## config.mk

```make
export PLATFORM = sky130hd
export DESIGN_NAME = serial_adder_flat
export DESIGN_NICKNAME = d
export VERILOG_FILES = /design/src/rtl/serial_adder_if.sv /design/src/rtl/serial_adder.sv /design/src/flat_wrapper.sv
export SDC_FILE = /design/constraint.sdc
export NUM_CORES = 1
export LEC_CHECK = 0
export BUFFER_PORTS_ARGS = -buffer_cell sky130_fd_sc_hd__buf_2
export CAP_MARGIN = 5
export CORE_ASPECT_RATIO = 1.1
export CORE_UTILIZATION = 48
export DETAILED_ROUTE_END_ITERATION = 10
export PLACE_DENSITY_LB_ADDON = 0.25
export SLEW_MARGIN = 20
export SYNTH_ARGS = -nofsm -noshare
export SYNTH_HDL_FRONTEND = slang
export SYNTH_SLANG_ARGS = --single-unit
```

## constraint.sdc

```tcl
create_clock -name clk -period 1.4 [get_ports clk]
set_input_delay 0.07 -clock clk [delete_from_list [all_inputs] [get_ports clk]]
set_output_delay 0.07 -clock clk [all_outputs]
set_load 0.01 [all_outputs]
```

## src/rtl/serial_adder_if.sv

```systemverilog
// Operand/result bundle for the bit-serial adder.
// master drives operands and start; slave returns status and results.
interface serial_adder_if #(
    parameter int WIDTH = 8
);
    logic             start;
    logic [WIDTH-1:0] a;
    logic [WIDTH-1:0] b;
    logic             cin;
    logic             busy;
    logic             done;
    logic [WIDTH-1:0] sum;
    logic             cout;
    logic             ovf;

    modport master (
        output start, a, b, cin,
        input  busy, done, sum, cout, ovf
    );

    modport slave (
        input  start, a, b, cin,
        output busy, done, sum, cout, ovf
    );
endinterface

```

## src/rtl/serial_adder.sv

```systemverilog
// Bit-serial ripple adder: one full-adder slice plus a carry flop, LSB first,
// WIDTH clocks per add, with a one-cycle done pulse and held results.
module serial_adder #(
    parameter int WIDTH = 8
) (
    input  logic          clk,
    input  logic          rst_n,
    serial_adder_if.slave bus
);
    localparam int CW = (WIDTH > 1) ? $clog2(WIDTH) : 1;

    typedef enum logic [1:0] {
        IDLE,
        RUN,
        DONE
    } state_t;

    state_t           state;
    state_t           next_state;
    logic             load;
    logic             last_bit;
    logic             busy;
    logic             done;
    logic             s;
    logic             carry_next;
    logic [WIDTH-1:0] a_sh;
    logic [WIDTH-1:0] b_sh;
    logic [WIDTH-1:0] acc;
    logic [WIDTH-1:0] sum_q;
    logic             carry;
    logic             cout_q;
    logic             ovf_q;
    logic [CW-1:0]    count;

    // Single full-adder slice working on the current LSBs
    assign s          = a_sh[0] ^ b_sh[0] ^ carry;
    assign carry_next = (a_sh[0] & b_sh[0]) | (a_sh[0] & carry) | (b_sh[0] & carry);
    assign last_bit   = (state == RUN) && (count == CW'(WIDTH - 1));

    always_ff @(posedge clk) begin
        if (!rst_n) begin
            state <= IDLE;
        end else begin
            state <= next_state;
        end
    end

    // DONE accepts a new start directly so operations can run back to back
    always_comb begin
        next_state = state;
        load       = 1'b0;
        busy       = 1'b0;
        done       = 1'b0;
        case (state)
            IDLE: begin
                if (bus.start) begin
                    load       = 1'b1;
                    next_state = RUN;
                end
            end
            RUN: begin
                busy = 1'b1;
                if (last_bit) begin
                    next_state = DONE;
                end
            end
            DONE: begin
                done = 1'b1;
                if (bus.start) begin
                    load       = 1'b1;
                    next_state = RUN;
                end else begin
                    next_state = IDLE;
                end
            end
            default: next_state = IDLE;
        endcase
    end

    // On the final bit, carry still holds the carry into the MSB, which
    // together with the new carry gives signed overflow
    always_ff @(posedge clk) begin
        if (!rst_n) begin
            a_sh   <= '0;
            b_sh   <= '0;
            acc    <= '0;
            carry  <= 1'b0;
            count  <= '0;
            sum_q  <= '0;
            cout_q <= 1'b0;
            ovf_q  <= 1'b0;
        end else if (load) begin
            a_sh  <= bus.a;
            b_sh  <= bus.b;
            carry <= bus.cin;
            acc   <= '0;
            count <= '0;
        end else if (state == RUN) begin
            a_sh  <= a_sh >> 1;
            b_sh  <= b_sh >> 1;
            acc   <= {s, acc[WIDTH-1:1]};
            carry <= carry_next;
            count <= count + CW'(1);
            if (last_bit) begin
                sum_q  <= {s, acc[WIDTH-1:1]};
                cout_q <= carry_next;
                ovf_q  <= carry ^ carry_next;
            end
        end
    end

    assign bus.busy = busy;
    assign bus.done = done;
    assign bus.sum  = sum_q;
    assign bus.cout = cout_q;
    assign bus.ovf  = ovf_q;
endmodule
```

## src/flat_wrapper.sv

```systemverilog
// flat-port wrapper written by rule: the top's interface ports become plain ports
module serial_adder_flat 
#(
    parameter int WIDTH = 8
)
  (clk, rst_n, bus_start, bus_a, bus_b, bus_cin, bus_busy, bus_done, bus_sum, bus_cout, bus_ovf);
  serial_adder_if #(.WIDTH(WIDTH)) bus_i ();
  input  logic clk;
  input  logic rst_n;
  input wire logic [$bits(bus_i.start)-1:0] bus_start;
  input wire logic [$bits(bus_i.a)-1:0] bus_a;
  input wire logic [$bits(bus_i.b)-1:0] bus_b;
  input wire logic [$bits(bus_i.cin)-1:0] bus_cin;
  output wire logic [$bits(bus_i.busy)-1:0] bus_busy;
  output wire logic [$bits(bus_i.done)-1:0] bus_done;
  output wire logic [$bits(bus_i.sum)-1:0] bus_sum;
  output wire logic [$bits(bus_i.cout)-1:0] bus_cout;
  output wire logic [$bits(bus_i.ovf)-1:0] bus_ovf;
  assign bus_i.start = bus_start;
  assign bus_i.a = bus_a;
  assign bus_i.b = bus_b;
  assign bus_i.cin = bus_cin;
  assign bus_busy = bus_i.busy;
  assign bus_done = bus_i.done;
  assign bus_sum = bus_i.sum;
  assign bus_cout = bus_i.cout;
  assign bus_ovf = bus_i.ovf;
  serial_adder #(.WIDTH(WIDTH)) u_core (.clk(clk), .rst_n(rst_n), .bus(bus_i));
endmodule
```

# Word level (Yosys, flattened, before mapping)
# Index checks and enable logic that the tools add are counted.
dict set report totals {
  ff_bits 40
  in_bits 20
  output_inout_bits 12
  word_cells 46
}
dict set report classes {
  add_sub_neg 1
  n_eq_ne 5
  n_mux 14
  n_bitwise 10
  reduce_logical 7
}
# cell count
set op_table {}
lappend op_table {{2-to-1 mux 8 bit} 4}
lappend op_table {{2-to-1 mux 1 bit} 7}
lappend op_table {{case mux 2 bit (3 select lines)} 1}
lappend op_table {{2-to-1 mux 2 bit} 2}
lappend op_table {{OR reduction 2 bit} 2}
lappend op_table {{adder 3 x 1 -> 3 bit, second input constant} 1}
lappend op_table {{AND 1 bit} 3}
lappend op_table {{== test 3 bit, second input constant} 1}
lappend op_table {{AND reduction 3 bit} 1}
lappend op_table {{bitwise XOR 1 bit} 3}
lappend op_table {{== test 2 x 1 -> 1 bit, second input constant} 1}
lappend op_table {{== test 2 bit, second input constant} 1}
lappend op_table {{logical NOT 2 bit} 1}
lappend op_table {{!= test 2 x 1 -> 1 bit, second input constant} 1}
lappend op_table {{!= test 2 bit, second input constant} 1}
lappend op_table {{inverter 1 bit} 2}
lappend op_table {{OR 1 bit} 2}
lappend op_table {{AND reduction 2 bit} 1}
lappend op_table {{nonzero test 2 bit} 1}
lappend op_table {{logical AND 1 bit} 1}

# Logic depth before layout (Yosys ltp)
# Gate-level depths: netlist of the first run.
dict set report logic_depth {
  depth_word 5
  ltp_mapped 6
  mapped_depth_nobuf 5
}

# Least setup slack after synthesis of the first run
# OpenSTA, ideal clock, no wires.
dict set report synth_timing {
  kind {reg-to-reg}
  start {reg u_core.count[0]}
  end {reg u_core.ovf_q (netlist: u_core.bus.ovf)}
  setup_time_ns 0.116
  t_arrival_ns 1.200
  required_time_ns 1.284
  slack_ns 0.084
  stages_incl_launch_ff 6
  path_buffers 1
  period_less_slack_ns 1.316
  cell_sequence {dfxtp_1 > ha_1 > ha_1 > and3b_1 > buf_4 > o211a_1}
}
dict set report synth_between {
  elab_chain_cells 3
}
# item line
set synth_rtl {}
lappend synth_rtl {{start: declaration} serial_adder.sv:33} ;# logic [CW-1:0] count;
lappend synth_rtl {{start signal: assignment} serial_adder.sv:103} ;# count <= count + CW'(1);
lappend synth_rtl {{== test 3 bit} serial_adder.sv:38} ;# assign last_bit = (state == RUN) && (count == CW'(WIDTH - 1));
lappend synth_rtl {{logical AND 1 bit} serial_adder.sv:38}
lappend synth_rtl {{AND reduction 3 bit (no line)} -}
lappend synth_rtl {{end signal: assignment} serial_adder.sv:107} ;# ovf_q <= carry ^ carry_next;
lappend synth_rtl {{end: declaration} serial_adder.sv:32} ;# logic ovf_q;
# No other way between the ends.
# A chain may end at the register's enable or synchronous reset.

# Worst setup path after layout of the first run
# Ends and elaborated chain as after synthesis.

==> Flow_metrics.wiki, run 1 <==
{| class="wikitable"
! Metric !! Value
|-
| Maximum fanout count along the critical path || 6
|-
| Total design power || ~2.0 mW
|-
| Detailed Route WL || between 3000 and 4000 µm
|-
| Fraction of final layout cells with drive strength greater than 1 || approximately a quarter
|-
| Wire length per cell after detailed routing || ~13 µm
|-
| Die area || around 3500 µm²
|-
| Number of nets in the final layout || about 240
|-
| Top Ports || 32
|-
| Number of nets still failing antenna checks after routing || 0
|-
| Total of endpoints with negative setup slack in the final report || 0
|-
| Max-capacitance violation count || 0
|-
| Synthesized cell area || 1570 µm²
|-
| Root buf cell || clkbuf_4
|-
| Clock transition at path regs || around 100 ps
|-
| Setup Total Neg Slack || 0 ps
|-
| Fin. max-slew vios || 0
|-
| Number of H-tree levels || 2
|-
| Global placer's final weighted congestion || roughly 0.71
|-
| Pin count of the biggest net entering global routing || 31
|-
| Total congestion overflow || 0
|-
| Sinks on Clock Net || 39
|-
| CTS tree || yes
|-
| Run status || completed
|-
| Final hold vios || 0
|-
| Library cell with the largest summed area after synthesis || dfxtp_1
|-
| First-pass GRT wire length || roughly 5400 µm
|-
| Cts bufs inserted || 5
|-
| Per-instance average area after synthesis || slightly below 9 µm²
|-
| Type of element capturing the critical path || register
|-
| Netlist cell types || 28
|-
| Growth of design area from synthesis to finish || 16.0%
|-
| Setup repair after global routing missed its margin || no
|-
| Yosys reg bits || 39
|-
| Diode count || 0
|-
| DRC violations left || 0
|-
| Initial standard-cell utilization of the core || between 50% and 60%
|-
| Sequential-to-total area share from yosys stat || about half
|-
| Number of antenna violations at the first check in global routing || 0
|-
| Hold Path Class || input port to register
|-
| Via/cell ratio || about 5.5
|-
| GR Util All Layers || approximately a fifth
|-
| CP arrival || between 1500 and 2000 ps
|-
| Critical Setup Path Class || register to register
|-
| Drt first pass iters || 6
|-
| Slew at the pin closest to its max-slew limit || ~480 ps
|-
| Gate count after technology mapping || 181
|-
| Total number of placement rows || 21
|-
| HPWL after detailed placement || ~2100 µm
|-
| Total number of vias || between 1000 and 1500
|-
| Part of the cycle the worst path needs || ~95%
|-
| Worst slew margin relative to its limit || about two thirds
|-
| Clk Latency, worst-skew pair || about 340 ps
|-
| Final Util || 59.4%
|-
| WP data required || around 1600 ps
|-
| Highest Clock Rate || 749 MHz
|-
| Maximum clock skew at final layout || 4.40 ps
|-
| Area share of the largest cell type after synthesis || slightly below 50%
|-
| Leakage power of the design || 0.732 nW
|-
| Final period demand of the worst path || about 1300 ps
|-
| Worst Hold Slack || between 15 and 20 ps
|-
| Chip height || about 62 µm
|-
| Number of buffers on the longest clock path || 2
|-
| CP Launch Type || register
|-
| Detailed Route Iter0 Violations || 46
|-
| Nets in the synthesized netlist || a little over 200
|-
| Die Wd || around 57 µm
|-
| Power per cell area || between 1000 and 1500 nW/µm²
|-
| Buffers on Ports || 31
|-
| Peak supply drop || ~0.67 mV
|-
| Total of warnings raised by yosys || 0
|-
| Std-Cell Core Area || 3070 µm²
|-
| Number of global-route vias before repair || around 1200
|-
| Leading post-synthesis cells by cell area || dfxtp_1, nand2_1, a21boi_0
|}
## area by class of cell
cell class | count | area, µm²
flip-flops and latches | 39 | 782
multi-input cells | 130 | 723
well taps | 34 | 42.5
repair inverters | 1 | 6.26
fillers | 281 | 1250
clock buffers | 6 | 41.3
inverters | 1 | 11.3
repair buffers | 38 | 219
## power by group
part           internal [mW]  leakage (nW)  switching [mW]  total, mW
Clock                  0.179        0.0242           0.335      0.514
Combinational          0.108         0.390           0.139      0.248
Sequential              1.16         0.318          0.0336       1.19
Total                   1.45         0.732           0.508       1.96
## layer usage
| layer | wire length, µm | global-route usage [%] | share of wire (%) |
|---|---|---|---|
| met2 | 1660 | 37.1 | 50 |
| met4 | 53 | 10.5 | 1.6 |
| met5 | 0 | 0 | 0 |
| met3 | 152 | 6.83 | 4.6 |
| met1 | 1420 | 22.9 | 43 |
## synthesized netlist by cell type, drive strengths merged
| master | n |
|---|---|
| nand2 | 52 |
| dfxtp | 39 |
| a21boi | 12 |
| a21oi | 10 |
| buf | 9 |
| nor2 | 9 |
| nor3 | 8 |
| o221ai | 8 |
| o21ai | 6 |
| a31oi | 5 |
| clkbuf | 3 |
| nand3 | 3 |
| a22oi | 2 |
| and2 | 2 |
| ha | 2 |
| nand2b | 2 |
| nor2b | 2 |
| xnor2 | 2 |
| and3b | 1 |
| fa | 1 |
| inv | 1 |
| nand3b | 1 |
| o211a | 1 |
## worst max-delay path, stage by stage (launching register included)
cell and delay [ps]:
dfxtp_1 340, ha_1 210, ha_1 220, and3b_2 260
o211a_1 210
## state kept, by name, indices dropped and copies added, names as in the netlist
register and flops:
u_core.acc 7, u_core.b_sh 8, u_core.bus.sum 8, u_core.bus.cout 1, u_core.bus.ovf 1, u_core.carry 1, u_core.state 2, u_core.count 3
u_core.a_sh 8
## timing repair
action,in CTS,in global routing
setup buffers,0,1
gates resized for setup,4,8
hold endpoints to repair,2,0
hold buffers,2,0
cloned,0,2
setup endpoints to repair,11,14
## final timing paths
path                                startpoint                           to  depth (start not counted)  slack (ps)
setup reg to reg  u_core.count[0]$_SDFFE_PP0N_  u_core.bus.ovf$_SDFFE_PN0P_                          4          60
setup / recovery  u_core.count[0]$_SDFFE_PP0N_  u_core.bus.ovf$_SDFFE_PN0P_                          4          60
hold reg to reg    u_core.a_sh[7]$_SDFFE_PN0P_  u_core.a_sh[7]$_SDFFE_PN0P_                          2         460
hold / removal                        bus_a[4]  u_core.a_sh[4]$_SDFFE_PN0P_                          3          20
## through the flow
stage	instance area [µm²]	instances	setup WS [ps]
after floorplan	1570	181	83.5
after CTS	1800	246	2.80
final	1830	249	64.1
after global placement	1720	238	63.8
after detailed placement	1720	238	-23.1
after global routing	1830	249	5.59
## cells by family (layout without fill, tap and decap cells)
kind of cell	count (synthesis)	in the layout	synth area share (%)
AO/OA/AOI/OAI	44	44	18.8
XOR/XNOR	2	2	1.11
adder cells (fa/ha/maj)	3	3	2.86
buffers and inverters	13	46	5.80
flip-flops	39	39	49.6
AND/OR/NAND/NOR	80	81	21.8
## cell usage in the layout, fill, tap and decap left out
| cell | count |
|---|---|
| nor3_1 | 8 |
| nand2b_4 | 1 |
| fa_2 | 1 |
| o221ai_1 | 8 |
| and3b_2 | 2 |
| o21ai_0 | 6 |
| a21boi_1 | 3 |
| buf_2 | 30 |
| nor2b_1 | 2 |
| clkbuf_1 | 1 |
| a31oi_1 | 5 |
| nand2_2 | 1 |
| nor2_1 | 9 |
| a21boi_0 | 9 |
| nand3b_1 | 1 |
| inv_4 | 1 |
| clkbuf_4 | 5 |
| dfxtp_1 | 38 |
| and2_1 | 2 |
| dlygate4sd3_1 | 2 |
| ha_1 | 2 |
| dfxtp_2 | 1 |
| a22oi_1 | 2 |
| xnor2_1 | 2 |
| buf_6 | 1 |
| nand3_1 | 3 |
| a21oi_1 | 10 |
| o211a_1 | 1 |
| inv_8 | 1 |
| nand2b_2 | 1 |
| nand2_1 | 51 |
| buf_4 | 5 |
(Power assumes the default switching activity.)
==> run 2, diff against run 1 <==
CORE_UTILIZATION = 50   (was 48)
clock period = 1.31 ns   (was 1.4 ns; I/O delays follow)
==> run 2 against run 1 <==
Power up 31%; sequential share of layout area down 3.0 points; combinational power up 16%; routed wire length up 4.5%; count of clock-buffer cells in the layout down 1; clock power up 94%; global-route usage up 0.23 points; first-iteration DRC count down 2.2%; critical endpoint unchanged; highest routed layer unchanged.
==> Flow_metrics.wiki, run 2 (synthesized netlist as in run 1, its figures left out) <==
{| class="wikitable"
! Metric !! Value
|-
| Peak supply drop || 1.36 mV (was 0.672 mV)
|-
| Setup Total Neg Slack || 0 ps (unchanged)
|-
| Max-capacitance violation count || 0 (unchanged)
|-
| CTS tree || yes (unchanged)
|-
| Via/cell ratio || 5.43 (was 5.50)
|-
| Critical Setup Path Class || register to register (unchanged)
|-
| Run status || completed (unchanged)
|-
| Maximum clock skew at final layout || 8.33 ps (was 4.40 ps)
|-
| Chip height || 60.8 µm (was 62.1 µm)
|-
| Std-Cell Core Area || 3020 µm² (was 3070 µm²)
|-
| Number of buffers on the longest clock path || 2 (unchanged)
|-
| Final hold vios || 0 (unchanged)
|-
| Clk Latency, worst-skew pair || 350 ps (was 340 ps)
|-
| Slew at the pin closest to its max-slew limit || 447 ps (was 476 ps)
|-
| Global placer's final weighted congestion || 0.735 (was 0.713)
|-
| Pin count of the biggest net entering global routing || 31 (unchanged)
|-
| Cts bufs inserted || 5 (unchanged)
|-
| Most frequent standard cell in the layout excluding fill and tap cells || nand2_1 (unchanged)
|-
| Final period demand of the worst path || 1260 ps (was 1340 ps)
|-
| HPWL after detailed placement || 2210 µm (was 2150 µm)
|-
| Total congestion overflow || 0 (unchanged)
|-
| Maximum fanout count along the critical path || 6 (unchanged)
|-
| Die Wd || 55.5 µm (was 56.6 µm)
|-
| Detailed Route Iter0 Violations || 45 (was 46)
|-
| Type of element capturing the critical path || register (unchanged)
|-
| Number of nets still failing antenna checks after routing || 0 (unchanged)
|-
| CP Launch Type || register (unchanged)
|-
| Buffers on Ports || 31 (unchanged)
|-
| Setup repair after global routing missed its margin || no (unchanged)
|-
| WP data required || 1560 ps (was 1640 ps)
|-
| GR Util All Layers || 21.1% (was 20.9%)
|-
| Initial standard-cell utilization of the core || 52.1% (was 51.2%)
|-
| Total number of vias || 1395 (was 1370)
|-
| Number of H-tree levels || 2 (unchanged)
|-
| Most frequent cells in the layout || nand2_1, dfxtp_1, buf_2, a21oi_1, nor2_1 (was nand2_1, dfxtp_1, buf_2, a21oi_1)
|-
| DRC violations left || 0 (unchanged)
|-
| Number of global-route vias before repair || 1282 (was 1237)
|-
| Worst setup slack for register-to-register paths || 50 ps (was 60 ps)
|-
| Wire length per cell after detailed routing || 13.4 µm (was 13.2 µm)
|-
| Drt first pass iters || 4 (was 6)
|-
| Growth of design area from synthesis to finish || 24.9% (was 16.0%)
|-
| Hold Path Class || input port to register (unchanged)
|-
| First-pass GRT wire length || 5420 µm (was 5410 µm)
|-
| Part of the cycle the worst path needs || 96.2% (was 95.4%)
|-
| Number of nets in the final layout || 245 (was 239)
|-
| Total design power || 2.56 mW (was 1.96 mW)
|-
| Clock transition at path regs || 120 ps (was 100 ps)
|-
| Detailed Route WL || 3440 µm (was 3290 µm)
|-
| Area post-placement || 1760 µm² (was 1720 µm²)
|-
| Top Ports || 32 (unchanged)
|-
| Diode count || 0 (unchanged)
|-
| Fin. max-slew vios || 0 (unchanged)
|-
| Highest Clock Rate || 794 MHz (was 749 MHz)
|-
| Worst slew margin relative to its limit || 70.2% (was 68.3%)
|-
| Total number of placement rows || 21 (unchanged)
|-
| Root buf cell || clkbuf_4 (unchanged)
|-
| Post-route cell area || 1970 µm² (was 1830 µm²)
|-
| Sinks on Clock Net || 39 (unchanged)
|-
| Power per cell area || 1300 nW/µm² (was 1070 nW/µm²)
|-
| Total of endpoints with negative setup slack in the final report || 0 (unchanged)
|-
| Fraction of final layout cells with drive strength greater than 1 || 26.9% (was 23.3%)
|-
| CP arrival || 1510 ps (was 1570 ps)
|-
| Number of antenna violations at the first check in global routing || 0 (unchanged)
|-
| Die area || 3380 µm² (was 3510 µm²)
|-
| Leakage power of the design || 0.786 nW (was 0.732 nW)
|}
-- run 2: changes by cell type in the layout (fill, tap and decap cells not counted), sizes merged --
cell,before,now
dlygate4sd3,2,4
buf,36,40
bufinv,0,2
clkbuf,6,5
clkinvlp,0,1
-- run 2: critical path, stage by stage, from the launching register on --
cell and delay, ps:
dfxtp_2 350, ha_2 200, ha_4 170, and3b_2 240
o211a_1 210
-- run 2: per-stage QoR --
step                      std cells  setup slack (ps)  hold WS [ps]  utilization (%)
after CTS                       256              7.78          1.70             64.3
after floorplan                 181              10.1           197                -
after global routing            257              13.8          6.40             65.1
after detailed placement        242              -142           319             58.3
final                           257              50.2          9.32             65.1
after global placement          242             -23.6           305             58.3
-- run 2: power by group --
| part | switching, mW | internal (mW) |
|---|---|---|
| clock network | 0.406 | 0.593 |
| registers | 0.0369 | 1.24 |
| logic | 0.154 | 0.134 |
-- run 2: final timing paths --
check / start / end / cells past startpoint
worst max-delay path: u_core.count[0]$_SDFFE_PP0N_ / u_core.bus.ovf$_SDFFE_PN0P_ / 4
worst min register to register: u_core.a_sh[7]$_SDFFE_PN0P_ / u_core.a_sh[7]$_SDFFE_PN0P_ / 2
worst min-delay path: bus_a[2] / u_core.a_sh[2]$_SDFFE_PN0P_ / 3
worst max register to register: u_core.count[0]$_SDFFE_PP0N_ / u_core.bus.ovf$_SDFFE_PN0P_ / 4
-- run 2: what timing repair did --
item	CTS	global route
hold endpoints to repair	4	0
buffers inserted	0	1
resized for setup	10	7
setup endpoints to repair	12	12
cloned	2	0
hold buffers	4	0
-- run 2: cell type report --
cell class,count,area (µm²)
inverter,1,11.3
multi-input combinational,130,738
timing repair buffer,44,279
sequential,39,783
timing repair inverter,1,6.26
fill,271,1060
tap,34,42.5
clock inverter,3,67.6
clock buffer,5,37.5
-- run 2: per-layer routing --
| metal | GRT usage [%] | vias up | part of all wire (%) |
|---|---|---|---|
| met2 | 41.0 | 40 | 55 |
| met4 | 10.0 | 0 | 1.1 |
| li1 | - | 704 | - |
| met5 | 0 | - | 0 |
| met1 | 21.9 | 646 | 40 |
| met3 | 5.12 | 5 | 4.0 |
